<file path="src/rtl/scan_serializer_pkg.sv">
// Shared types and sizing helpers for the scan serializer.
package scan_pkg;

    typedef enum logic [1:0] {
        S_IDLE   = 2'd0,
        S_SHIFT  = 2'd1,
        S_PARITY = 2'd2
    } scan_state_e;

    function automatic int beats_f(input int data_w, input int lanes);
        return (data_w + lanes - 1) / lanes;
    endfunction

    // Lane l of beat b carries captured bit b*lanes+l.
    function automatic int lane_bit_idx(input int beat, input int lane, input int lanes);
        return beat * lanes + lane;
    endfunction

endpackage

</file>
<file path="src/rtl/scan_serializer_beat_mux.sv">
// Selects the LANES bits of the snapshot belonging to one beat; bits past DATA_W read as 0.
module scan_beat_mux
    import scan_pkg::*;
#(
    parameter int DATA_W = 19,
    parameter int LANES  = 1,
    parameter int BEAT_W = 5
) (
    input  logic [DATA_W-1:0] shadow,
    input  logic [BEAT_W-1:0] beat,
    output logic [LANES-1:0]  lanes_out
);

    localparam int BEATS = beats_f(DATA_W, LANES);
    localparam int PAD_W = BEATS * LANES;

    logic [PAD_W-1:0] padded;

    assign padded = PAD_W'(shadow);

    // Beat values at or beyond BEATS (the parity slot) select nothing.
    always_comb begin
        lanes_out = '0;
        for (int b = 0; b < BEATS; b++) begin
            if (beat == BEAT_W'(b)) begin
                for (int l = 0; l < LANES; l++) begin
                    lanes_out[l] = padded[lane_bit_idx(b, l, LANES)];
                end
            end
        end
    end

endmodule

</file>
<file path="src/rtl/scan_serializer.sv">
// Snapshot-and-stream debug scan-out over LANES pins; SCAN_SERIALIZER_PARITY_EN adds a parity beat.
module scan_serializer
    import scan_pkg::*;
#(
    parameter int DATA_W     = 19,
    parameter int LANES      = 1,
    parameter int CONTINUOUS = 0
) (
    input  logic              clk,
    input  logic              rst,
    input  logic              start,
    input  logic              abort,
    input  logic [DATA_W-1:0] scan_data,
    output logic [LANES-1:0]  scan_out,
    output logic              scan_valid,
    output logic              scan_last,
    output logic              busy
);

    localparam int BEATS  = beats_f(DATA_W, LANES);
    localparam int BEAT_W = $clog2(BEATS + 1);
    localparam logic [BEAT_W-1:0] LAST_BEAT = BEAT_W'(BEATS - 1);
    localparam logic [BEAT_W-1:0] PAR_BEAT  = BEAT_W'(BEATS);
`ifdef SCAN_SERIALIZER_PARITY_EN
    localparam bit PARITY_EN = 1'b1;
`else
    localparam bit PARITY_EN = 1'b0;
`endif
    localparam bit CONT_EN = (CONTINUOUS != 0);

    scan_state_e       state_q, state_d;
    logic [DATA_W-1:0] shadow_q, shadow_d;
    logic [BEAT_W-1:0] beat_q, beat_d;
    logic [LANES-1:0]  par_q, par_d;
    logic [LANES-1:0]  out_q, out_d;
    logic              valid_q, valid_d;
    logic              last_q, last_d;
    logic              load;
    logic [LANES-1:0]  mux_out;

    always_comb begin
        state_d  = state_q;
        shadow_d = shadow_q;
        beat_d   = beat_q;
        load     = 1'b0;
        case (state_q)
            S_IDLE: load = start && !abort;
            S_SHIFT: begin
                if (abort) begin
                    state_d = S_IDLE;
                    beat_d  = '0;
                end else if (beat_q != LAST_BEAT) begin
                    beat_d = beat_q + 1'b1;
                end else if (PARITY_EN) begin
                    state_d = S_PARITY;
                    beat_d  = PAR_BEAT;
                end else if (CONT_EN) begin
                    load = 1'b1;
                end else begin
                    state_d = S_IDLE;
                    beat_d  = '0;
                end
            end
            S_PARITY: begin
                if (!abort && CONT_EN) begin
                    load = 1'b1;
                end else begin
                    state_d = S_IDLE;
                    beat_d  = '0;
                end
            end
            default: begin
                state_d = S_IDLE;
                beat_d  = '0;
            end
        endcase
        // Start and continuous restart share one capture path.
        if (load) begin
            state_d  = S_SHIFT;
            shadow_d = scan_data;
            beat_d   = '0;
        end
    end

    scan_beat_mux #(
        .DATA_W (DATA_W),
        .LANES  (LANES),
        .BEAT_W (BEAT_W)
    ) u_beat_mux (
        .shadow    (shadow_d),
        .beat      (beat_d),
        .lanes_out (mux_out)
    );

    // Outputs are computed from the next state so every pin leaves a flop.
    always_comb begin
        out_d   = '0;
        valid_d = 1'b0;
        last_d  = 1'b0;
        par_d   = par_q;
        case (state_d)
            S_SHIFT: begin
                valid_d = 1'b1;
                out_d   = mux_out;
                last_d  = !PARITY_EN && (beat_d == LAST_BEAT);
                par_d   = (beat_d == '0) ? mux_out : (par_q ^ mux_out);
            end
            S_PARITY: begin
                valid_d = 1'b1;
                out_d   = par_q;
                last_d  = 1'b1;
            end
            default: ;
        endcase
    end

    always_ff @(posedge clk or posedge rst) begin
        if (rst) begin
            state_q  <= S_IDLE;
            shadow_q <= '0;
            beat_q   <= '0;
            par_q    <= '0;
            out_q    <= '0;
            valid_q  <= 1'b0;
            last_q   <= 1'b0;
        end else begin
            state_q  <= state_d;
            shadow_q <= shadow_d;
            beat_q   <= beat_d;
            par_q    <= par_d;
            out_q    <= out_d;
            valid_q  <= valid_d;
            last_q   <= last_d;
        end
    end

    assign scan_out   = out_q;
    assign scan_valid = valid_q;
    assign scan_last  = last_q;
    assign busy       = valid_q;

endmodule
</file>
<file path="config.mk">
export PLATFORM = sky130hd
export DESIGN_NAME = scan_serializer
export DESIGN_NICKNAME = d
export VERILOG_FILES = /design/src/rtl/scan_serializer_pkg.sv /design/src/rtl/scan_serializer_beat_mux.sv /design/src/rtl/scan_serializer.sv
export SDC_FILE = /design/constraint.sdc
export NUM_CORES = 1
export LEC_CHECK = 0
export CAP_MARGIN = 0
export CORE_MARGIN = 2
export CORE_UTILIZATION = 45
export CTS_BUF_LIST = sky130_fd_sc_hd__clkbuf_16
export CTS_CLUSTER_DIAMETER = 120
export DETAILED_ROUTE_END_ITERATION = 7
export GPL_ROUTABILITY_DRIVEN = 0
export GPL_TIMING_DRIVEN = 0
export MAX_ROUTING_LAYER = met4
export PLACE_DENSITY_LB_ADDON = 0.08
export SLEW_MARGIN = 10
export SYNTH_ARGS = -nofsm -noshare
export SYNTH_HDL_FRONTEND = slang
export SYNTH_SLANG_ARGS = --single-unit
</file>
<file path="constraint.sdc">
create_clock -name clk -period 8.1 [get_ports clk]
set_input_delay 1.62 -clock clk [delete_from_list [all_inputs] [get_ports clk]]
set_output_delay 1.62 -clock clk [all_outputs]
set_load 0.005 [all_outputs]
</file>
# [Word level (Yosys, flattened, before mapping)]
# Cells that the tools add are included.
[totals] reg_bits=30 latch_bits=0 mem_bits_rw=0 mem_bits_ro=0 in_bits=23 word_cells=69 mem_count=0
[classes] n_addsub=1 mul=0 n_div=0 magnitude_cmp=0 eq_ne=22 shift=0 n_mux=33 n_bitwise=1 reduce_logical=5
[op_table] cell="5-bit by 4-bit equality test with 1-bit output (second input constant)" count=8
[op_table] cell="1-bit 2-to-1 mux" count=22
[op_table] cell="5-bit by 3-bit equality test with 1-bit output (second input constant)" count=4
[op_table] cell="19-bit 2-to-1 mux" count=1
[op_table] cell="5-bit equality test (second input constant)" count=3
[op_table] cell="5-bit 2-to-1 mux" count=3
[op_table] cell="5-bit by 2-bit equality test with 1-bit output (second input constant)" count=2
[op_table] cell="5-bit one-hot mux with 2 select lines" count=1
[op_table] cell="2-bit 2-to-1 mux" count=3
[op_table] cell="5-bit by 1-bit adder with 5-bit output (second input constant)" count=1
[op_table] cell="5-bit by 1-bit equality test with 1-bit output (second input constant)" count=1
[op_table] cell="5-bit zero test" count=1
[op_table] cell="5-bit inequality test (second input constant)" count=1
[op_table] cell="2-bit by 1-bit equality test with 1-bit output (second input constant)" count=2
[op_table] cell="1-bit one-hot mux with 2 select lines" count=2
[op_table] cell="2-bit one-hot mux with 2 select lines" count=1
[op_table] cell="2-bit equality test (second input constant)" count=1
[op_table] cell="2-bit zero test" count=1
[op_table] cell="2-bit OR reduction" count=1
[op_table] cell="1-bit logical AND" count=1
[op_table] cell="1-bit zero test" count=1
[op_table] cell="1-bit XOR" count=1

# [Longest topological paths before layout]
# Gate-level depths: netlist (run 1).
[logic_depth] depth_word=27 ltp_mapped=13 mapped_depth_nobuf=11

# [Modules after synthesis]
# Synthesis (run 1) repeated with hierarchy kept, for this count alone.
[unflattened] cells_unflattened=138 area_unflattened_um2=1605.3
[by_module_without_submodules] mod="scan_serializer" instances=1 cells_per_inst=97 area_each_um2=1292.5
[by_module_without_submodules] mod="scan_beat_mux" instances=1 cells_per_inst=41 area_each_um2=312.8

# [Worst setup path before layout (run 1)]
# OpenSTA, ideal clock, no wires.
[synth_timing] kind="input port to flip-flop" from="in abort" to="reg par_q" arrival_ns=3.616 path_slack_ns=4.404 stages=10 path_cell_list="buf_6 -> nor4b_4 -> buf_2 -> mux2_2 -> a22oi_1 -> o211ai_1 -> o211ai_1 -> a21oi_2 -> o41ai_2 -> xor2_1"
[synth_between] word_cells_on_any_way=51 classes_between="eq/ne (19); mux (28); bitwise (1); reduce/logical (3)"
[synth_rtl] element="from (decl)" line="scan_serializer.sv:12" rtl="input logic abort,"
[synth_rtl] element="1-bit zero test (*)"
[synth_rtl] element="1-bit logical AND (*)" line="scan_serializer.sv:47" rtl="S_IDLE: load = start && !abort;"
[synth_rtl] element="1-bit 2-to-1 mux (*)" line="scan_serializer.sv:46" rtl="case (state_q)"
[synth_rtl] element="19-bit 2-to-1 mux (*)" line="scan_serializer.sv:78" rtl="if (load) begin"
[synth_rtl] element="named net shadow_d[6]" line="scan_serializer.sv:32" rtl="logic [DATA_W-1:0] shadow_q, shadow_d;"
[synth_rtl] element="1-bit 2-to-1 mux (*) (13 in series)" line="scan_serializer_beat_mux.sv:25" rtl="if (beat == BEAT_W'(b)) begin"
[synth_rtl] element="1-bit XOR" line="scan_serializer.sv:106" rtl="par_d = (beat_d == '0) ? mux_out : (par_q ^ mux_out);"
[synth_rtl] element="1-bit 2-to-1 mux (*)" line="scan_serializer.sv:106"
[synth_rtl] element="to (signal assigned)" line="scan_serializer.sv:130" rtl="par_q <= par_d;"
[synth_rtl] element="to (decl)" line="scan_serializer.sv:34" rtl="logic [LANES-1:0] par_q, par_d;"
# The timed path passes the listed nets; every way through them passes the cells marked *.
# A chain may end at the register's enable or synchronous reset.

# [Worst setup path after layout (run 1)]
[layout_timing] from="in start" to="reg par_q"
[layout_between] elab_chain_cells=25 word_cells_on_any_way=46 classes_between="eq/ne (19); mux (24); bitwise (1); reduce/logical (2)"
[layout_lines] element="from (decl)" line="scan_serializer.sv:11" rtl="input logic start,"
[layout_lines] element="1-bit logical AND (*)" line="scan_serializer.sv:47"
[layout_lines] element="1-bit 2-to-1 mux (*)" line="scan_serializer.sv:46"
[layout_lines] element="5-bit 2-to-1 mux" line="scan_serializer.sv:78"
[layout_lines] element="5-bit zero test" line="scan_serializer_beat_mux.sv:25, scan_serializer.sv:106"
[layout_lines] element="1-bit 2-to-1 mux (19 in series)" line="scan_serializer_beat_mux.sv:25"
[layout_lines] element="1-bit XOR" line="scan_serializer.sv:106"
[layout_lines] element="1-bit 2-to-1 mux" line="scan_serializer.sv:106"
# Mark *: on every way between the ends. The rest lies on a longest branch, timed or not.

==> results.md, run 1 <==
Layout:
- The library cells used most frequently in the layout, excluding fill and tap cells, are nand2_1 (34), dfrtp_1 (30), clkdlybuf4s50_1 (25), inv_1 (12), a21oi_1 (10).
- 0 antenna diodes ended up in the layout.
- The ratio of cells with drive above 1 in the final layout is a little over a fifth.
- The post-synthesis to final-layout area growth is 23.2%.
- The register area is about 750 sq um.
- The most common library cell in the layout ignoring fill and taps is nand2_1.
- The final net count is 259.
- The filler cell count in the final layout is about 360.
- The total area of multi-input combinational cells is ~1100 sq um.
- The finished layout cell area is ~2400 sq um.
- The count of placed standard cells in the final layout, fillers left out is about 280.

Worst setup path:
- The critical path goes through clkdlybuf4s50_1 -> nor4b_4 -> buf_2 -> buf_2 -> mux2i_1 -> o22ai_1 -> and3_4 -> o41ai_2 -> xor2_1.
- The critical path ends at par_q.
- The launching element of the worst setup path is start.
- STA classifies the critical path startpoint as an input pin.
- The worst setup path is captured at a flop.
- The startpoint identified for the worst register-to-register timing path is beat_q[0].
- The longest individual stage delay on the worst path is roughly 0.49 ns.
- At the worst endpoint, the arrival time is approximately 4.3 ns.
- The worst register-to-register path ends at par_q.
- The classification of the worst setup path is in -> reg.
- The reg-to-reg setup timing slack is about 5.0 ns.
- The worst register-to-register path has a depth of 12.
- The required arrival time at the worst endpoint is just over 8 ns.
- Of all nets on the critical path, the largest fanout is 10.
- The cell with the biggest individual delay on the critical path is clkdlybuf4s50_1.
- The cell that appears most often on the critical path is buf_2.

STA:
- Setup repair after global routing left no endpoint under its margin.
- At the pin with the least slew margin, the transition time is about 1.1 ns.
- The final total negative setup slack is 0 ns.
- Static timing analysis puts the maximum clock frequency at between 0.2 and 0.25 GHz.
- The max-slew violation count is 0.
- Hold is met by ~0.47 ns.
- The smallest clock period supported by the final layout is computed as ~4.1 ns.
- After layout, the worst setup slack is ~4.0 ns.
- In this run the tightest slew margin relative to its limit is just under 30%.
- Setup violations remaining at the end of the flow were counted as 0.
- The final hold violation count was 0.
- Of the available clock period, the critical path in the final layout requires about half.
- The worst-case clock skew is ~0.0027 ns.

Global route:
- The number of antenna violations at the first check in global routing was 0.
- The wire length of the first global-routing pass is ~8 mm.
- Global routing finished with a remaining overflow of 0.
- The number of global-route vias before repair is ~1.7k.
- Entering global routing, the biggest net connects 31 pins.
- In the global route stage, overall resource usage came out at a little over a fifth.

Floorplanning:
- The floorplan core area is 4090 sq um.
- The die area is a little under 5000 sq um.
- Once the floorplan was initialized, standard cells occupied between 40 and 50% of the core.
- Row generation in the floorplan step produced 23 rows.
- The vertical extent of the die is 69.9 um.
- In this run the count of I/O pins placed on the die edge is 27.
- The die outline width is between 60 and 70 um.

Placed design:
- Once placement completed, the tool counted placed cells totaling about 280.
- The final HPWL from detailed placement is approximately 3.5 mm.
- The count of buffers added on input and output ports is 25.
- The worst setup slack before clock tree synthesis is about 3.7 ns.
- The cell area after placement is around 2300 sq um.

Yosys:
- The count of different cell masters after synthesis is 64.
- The synthesized instance count is just under 200.
- The share of flip-flops with an asynchronous set or reset is 100%.
- The total standard cell area after synthesis is roughly 2000 sq um.
- The area fraction in and, or, nand and nor cells after synthesis is between 20% and 30%.
- The largest area contributor in the netlist is dfrtp_1.
- Sequential elements use 38.4% of the synthesized area.
- The post-synthesis mux area share is about 7.2%.
- The number of enable-type register cells in the synthesized netlist is 0.
- The most common flop cell mapped by yosys is dfrtp_1.
- By area the synthesized netlist is led by dfrtp_1 (38%), nand2_1 (6.5%), mux2_2 (3.5%).
- After Yosys synthesis, XOR and XNOR cells account for less than 1% of the synthesized area.
- Of the post-synthesis cell area, the dominant cell type holds approximately two fifths.
- The total number of yosys warnings is 0.
- The adder-cell share of the synthesized area is under 10%.
- The area fraction in compound gates after synthesis is approximately 18%.
- The number of storage elements in the synthesis netlist is 30.
- The combinational family with the most area after synthesis is simple AND/OR/NAND/NOR gates.
- A synthesized cell averages ~10 sq um.

CTS:
- TritonCTS created 5 clock buffers.
- The insertion delay to the later sink of the worst-skew pair is approximately 0.27 ns.
- The number of buffers inserted by post-CTS setup repair is 0.
- After clock tree synthesis, the clock-pin slew on the worst setup and hold paths is around 0.050 ns.
- The H-tree was split into 2 levels.
- Hold repair after CTS inserted 0 buffers.
- The tree built by TritonCTS fans out to 30 sinks.
- The cell sitting at the root of the clock tree is a clkbuf_16.
- The TritonCTS clock tree is yes.
- The maximum clock insertion buffer count is 2.
- The number of resized instances in the post-cts repair step is 0.

Drt:
- The via density per instance is about 5.8.
- The violation count after the first detailed-route iteration is 50.
- Wires add up to around 4.6 mm.
- The detailed router placed 1643 vias in this run.
- The remaining number of nets flagged by the antenna check after routing is 0.
- After detailed routing, the average wire length per cell comes to ~16 um.
- The iteration count of the initial detailed-routing pass is 4.
- For this run, design rule violations remaining after detail routing come to 0.

Outcome:
- The flow ran to the end, and the final reports show no timing, DRC or antenna violations.

Power:
- For this design the ratio of total power to cell area is around 180 nW/um^2.
- IR analysis of the VDD net gives a maximum drop of about 150 uV.
- The leakage power of the design is 1.04 nW.

Worst hold path:
- In this run the worst hold path is classified as reg -> reg.

Flow run:
- Max-cap violations in this run came to 0.
-- cells in the mapped netlist, types with 3 or more instances --
cell and number:
nand2b_1 3, a21oi_1 10, nor3b_2 3, buf_6 3
o211ai_1 3, mux2i_1 5, mux2_2 6, dfrtp_1 30
nor2_1 8, nand2_1 34, inv_1 12, nand3_1 4
o21ai_0 5, o22ai_1 4, ha_1 4, buf_2 3
-- cell families after synthesis --
kind of cell | count (synthesis)
other | 2
xor gates and xnor gates | 1
adders and majority gates | 4
buffers and inverters | 21
and+or+nand+nor | 83
DFF | 30
AOI/OAI and AO/OA | 45
muxes | 13
-- state kept, by name, indices dropped and copies added, names as in the netlist --
name,count
busy,1
scan_last,1
scan_out,1
beat_q,5
state_q,2
shadow_q,19
par_q,1
-- worst min path at each step --
stage,from,endpoint,slack [ns],cells past startpoint
3_5_place_dp,shadow_q[11],shadow_q[11],0.47,2
3_3_place_gp,shadow_q[0],shadow_q[0],0.46,2
2_1_floorplan,shadow_q[7],shadow_q[7],0.43,2
4_1_cts,shadow_q[11],shadow_q[11],0.48,2
6_report,shadow_q[11],shadow_q[11],0.47,2
5_1_grt,shadow_q[0],shadow_q[0],0.50,2
-- layout make-up --
type | count | share of cell area (%)
sequential | 30 | 31.2
clock inverter | 3 | 0.519
multi-input combinational | 149 | 45.5
inverter | 13 | 2.03
clock buffer | 5 | 5.19
buffer | 8 | 2.65
timing repair buffer | 25 | 10.4
tap | 50 | 2.60
-- metrics by stage --
stage	util (%)	total power, W
finish	58.9	0.000429
global route	58.9	0.000455
CTS	58.9	0.000433
global placement	55.6	0.000259
floorplan	-	0.000233
detailed placement	55.6	0.000263
-- critical path: cells and delay by family --
kind	cells	cell delay, ns
buffers and inverters	3	1.11
AND/OR/NAND/NOR	2	0.48
multiplexers	1	0.29
XOR/XNOR	1	0.18
AO/OA/AOI/OAI	2	0.61
-- per-layer routing --
layer / global-route usage (%) / vias up / share of wire [%]
met5: - / - / 0
met1: 25.2 / 799 / 42
li1: - / 775 / -
met4: 9.40 / 0 / 3.9
met3: 5.92 / 19 / 5.0
met2: 34.0 / 50 / 49
-- report_power, final --
group	internal [W]	switching, W
Sequential	0.000174	0.00000741
Clock	0.000110	0.0000585
Combinational	0.0000392	0.0000397
(Power assumes the default switching activity.)
==> run 2: changes to the inputs <==
==> constraint.sdc (replaced) <==
create_clock -name clk -period 3.73 [get_ports clk]
set_input_delay 0.746 -clock clk [delete_from_list [all_inputs] [get_ports clk]]
set_output_delay 0.746 -clock clk [all_outputs]
set_load 0.005 [all_outputs]
==> run 2 against run 1 <==
Hold slack about the same. Largest cell class unchanged. Worst setup slack lost 3.5 ns. Total power increased by 120%. Via count fell by 0.67%. First-iteration DRC count increased by 38%. Largest power group unchanged. Sequential power rose by 120%. Clock skew hardly changed. Sequential cell count unchanged. Die area stayed put. Cell count stayed put. Cell area is the same.
==> results.md, run 2 (synthesized netlist as in run 1, its figures left out) <==
Drt:
- The iteration count of the initial detailed-routing pass was 4 (unchanged).
- The via density per instance was 5.77 (-0.67%).
- The violation count after the first detailed-route iteration is 69 (+38%).
- The remaining number of nets flagged by the antenna check after routing was 0 (unchanged).
- The total wire length is 4.62 mm (+0.48%).
- The post-detailed-route DRC marker count is 0 (unchanged).
- The detailed-route via count is 1632 (-0.67%).
- The wire length per cell after detailed routing is 16.3 um (+0.48%).

Layout:
- The largest register by flop count is shadow_q.
- The antenna cell count is 0 (unchanged).
- Leaving out fill and tap cells, the most frequent cell in the layout is nand2_1.
- The ratio of cells with drive above 1 in the final layout came to 21.5% (unchanged).
- The final cell utilization of the core is 58.9% (unchanged).
- In the final layout, the registers with the most flip-flops are shadow_q (19), beat_q (5), state_q (2).
- In the layout the commonest cells are nand2_1 (34), dfrtp_1 (30), clkdlybuf4s50_1 (25), inv_1 (12), a21oi_1 (10).
- The flip-flop count of the largest register after layout is 19 (unchanged).
- The post-synthesis to final-layout area growth came to 23.2% (unchanged).
- The final net count is 259 (unchanged).
- The filler cell count in the final layout is 364 (unchanged).

CTS:
- The TritonCTS clock tree is yes.
- The total number of clock tree sinks is 30 (unchanged).
- The number of buffers inserted by post-CTS setup repair was 0 (unchanged).
- The cell sitting at the root of the clock tree is a clkbuf_16.
- The number of resized instances in the post-cts repair step is 0 (unchanged).
- The number of H-tree branching levels is 2 (unchanged).
- The maximum clock insertion buffer count came to 2 (unchanged).
- The quantity of hold-fixing buffers added after cts came to 0 (unchanged).
- The insertion delay to the later sink of the worst-skew pair was 0.27 ns (about the same).
- The total CTS buffers is 5 (unchanged).
- The clock edge transition at the registers on the reported setup and hold paths came to 0.05 ns (about the same).

Worst setup path:
- The critical path in this run is classified as in -> reg.
- The category of the worst setup path launch point is an input pin.
- The worst setup path is captured at a flop.
- The data arrival time of the critical path is 3.43 ns (-0.88 ns).
- The longest individual stage delay on the worst path is 0.49 ns (about the same).
- By instance count, the cell type seen most on the critical path is buf_2.
- The reg-to-reg setup timing slack is 0.59 ns (-4.36 ns).
- The required arrival time at the worst endpoint is 3.93 ns (-4.37 ns).
- The critical path goes through clkdlybuf4s50_1 -> nor4b_4 -> buf_2 -> buf_2 -> mux2i_1 -> o22ai_1 -> and3_4 -> o41ai_2 -> xor2_1.
- The cell with the biggest individual delay on the critical path is clkdlybuf4s50_1.
- The biggest fanout along the worst timing path is 10 (unchanged).

STA:
- The maximum achievable frequency is 0.309 GHz.
- The max-slew violation count is 0 (unchanged).
- The worst slew margin relative to its limit is 29.5% (about the same).
- The final hold violation count is 0 (unchanged).
- The worst-case clock skew came to 0.00277 ns (+0.0000331 ns).
- Setup repair after global routing left no endpoint under its margin.
- The measured slew at the worst slew-check pin was 1.05 ns (+0.0000974 ns).
- The worst path uses between 80% and 90% of the clock period.
- The minimum period implied by the final worst setup slack is about 3.2 ns.
- The final total negative setup slack is 0 ns (unchanged).
- The setup violation total in the final timing report came to 0 (unchanged).

Worst hold path:
- The tightest min-delay check is of the reg -> reg type.

Global route:
- The largest net degree at the start of global routing is 31 (unchanged).
- The number of global-route vias before repair is 1702 (-0.18%).
- The total routing usage reported by global routing is 21.2% (-0.13 points).
- The number of antenna violations at the first check in global routing is 0 (unchanged).
- The wire length of the first global-routing pass is 7.97 mm (about the same).
- The overall overflow remaining after global route is 0 (unchanged).

Outcome:
- The run finished with clean final reports.

Placed design:
- The count of port buffers added during placement is 25 (unchanged).
- The final HPWL from detailed placement is 3.50 mm (unchanged).

Power:
- The maximum ir drop on the vdd rail came to 332 uV (+120%).
- The total power per unit cell area came to 387 nW/um^2 (+120%).
- The leakage power of the design was 1.04 nW (unchanged).

Floorplanning:
- The die outline width is 69.9 um (unchanged).
- The vertical extent of the die is 69.9 um (unchanged).
- The floorplan core area is 4090 sq um (unchanged).
- The starting utilization of the core area is 47.8% (unchanged).
- The number of top-level pins is 27 (unchanged).
- The die area is 4890 sq um (unchanged).
- The total number of placement rows is 23 (unchanged).

Flow run:
- The number of violations of the max-capacitance limit is 0 (unchanged).
## run 2: cell counts in the layout (fill, tap and decap cells not counted)
No cell type changed its count.
## run 2: worst paths after layout
kind	from	endpoint	cells after the start
max	start	par_q	9
max in group asynchronous	rst	shadow_q[12]	2
min	shadow_q[11]	shadow_q[11]	2
max reg2reg	beat_q[0]	par_q	12
min in group asynchronous	rst	shadow_q[6]	2
min reg2reg	shadow_q[11]	shadow_q[11]	2
## run 2: final cells by class
class                      count  area, sq um  area share, %
multi-input combinational    149         1090           45.5
sequential                    30          751           31.2
timing repair buffer          25          250           10.4
clock buffer                   5          125           5.19
buffer                         8         63.8           2.65
tap                           50         62.6           2.60
inverter                      13         48.8           2.03
clock inverter                 3         12.5          0.519
## run 2: through the flow
step,hold slack (ns),setup WS [ns],cell area [sq um],power (W),instances
finish,0.471,0.494,2410,0.000933,283
global route,0.500,0.288,2410,0.000985,283
CTS,0.478,0.492,2410,0.000941,283
detailed placement,0.466,0.207,2270,0.000570,275
global placement,0.459,0.293,2270,0.000563,275
floorplan,0.435,0.908,1960,0.000506,200
## run 2: worst max-delay path, delay by kind of cell
family | cells | cell delay, ns
buf+inv | 3 | 1.11
simple gates | 2 | 0.48
xor+xnor | 1 | 0.18
compound gates | 2 | 0.61
mux | 1 | 0.30
## run 2: power by group
group | internal [W] | switching [W] | leakage (nW)
logic | 0.0000852 | 0.0000861 | 0.592
registers | 0.000377 | 0.0000163 | 0.376
clock network | 0.000240 | 0.000128 | 0.0724
## run 2: layer usage
layer / GRT usage, % / routed length (um)
met2: 34.3 / 2270
met1: 25.4 / 1960
met5: - / 0
met4: 8.76 / 146
met3: 5.05 / 236
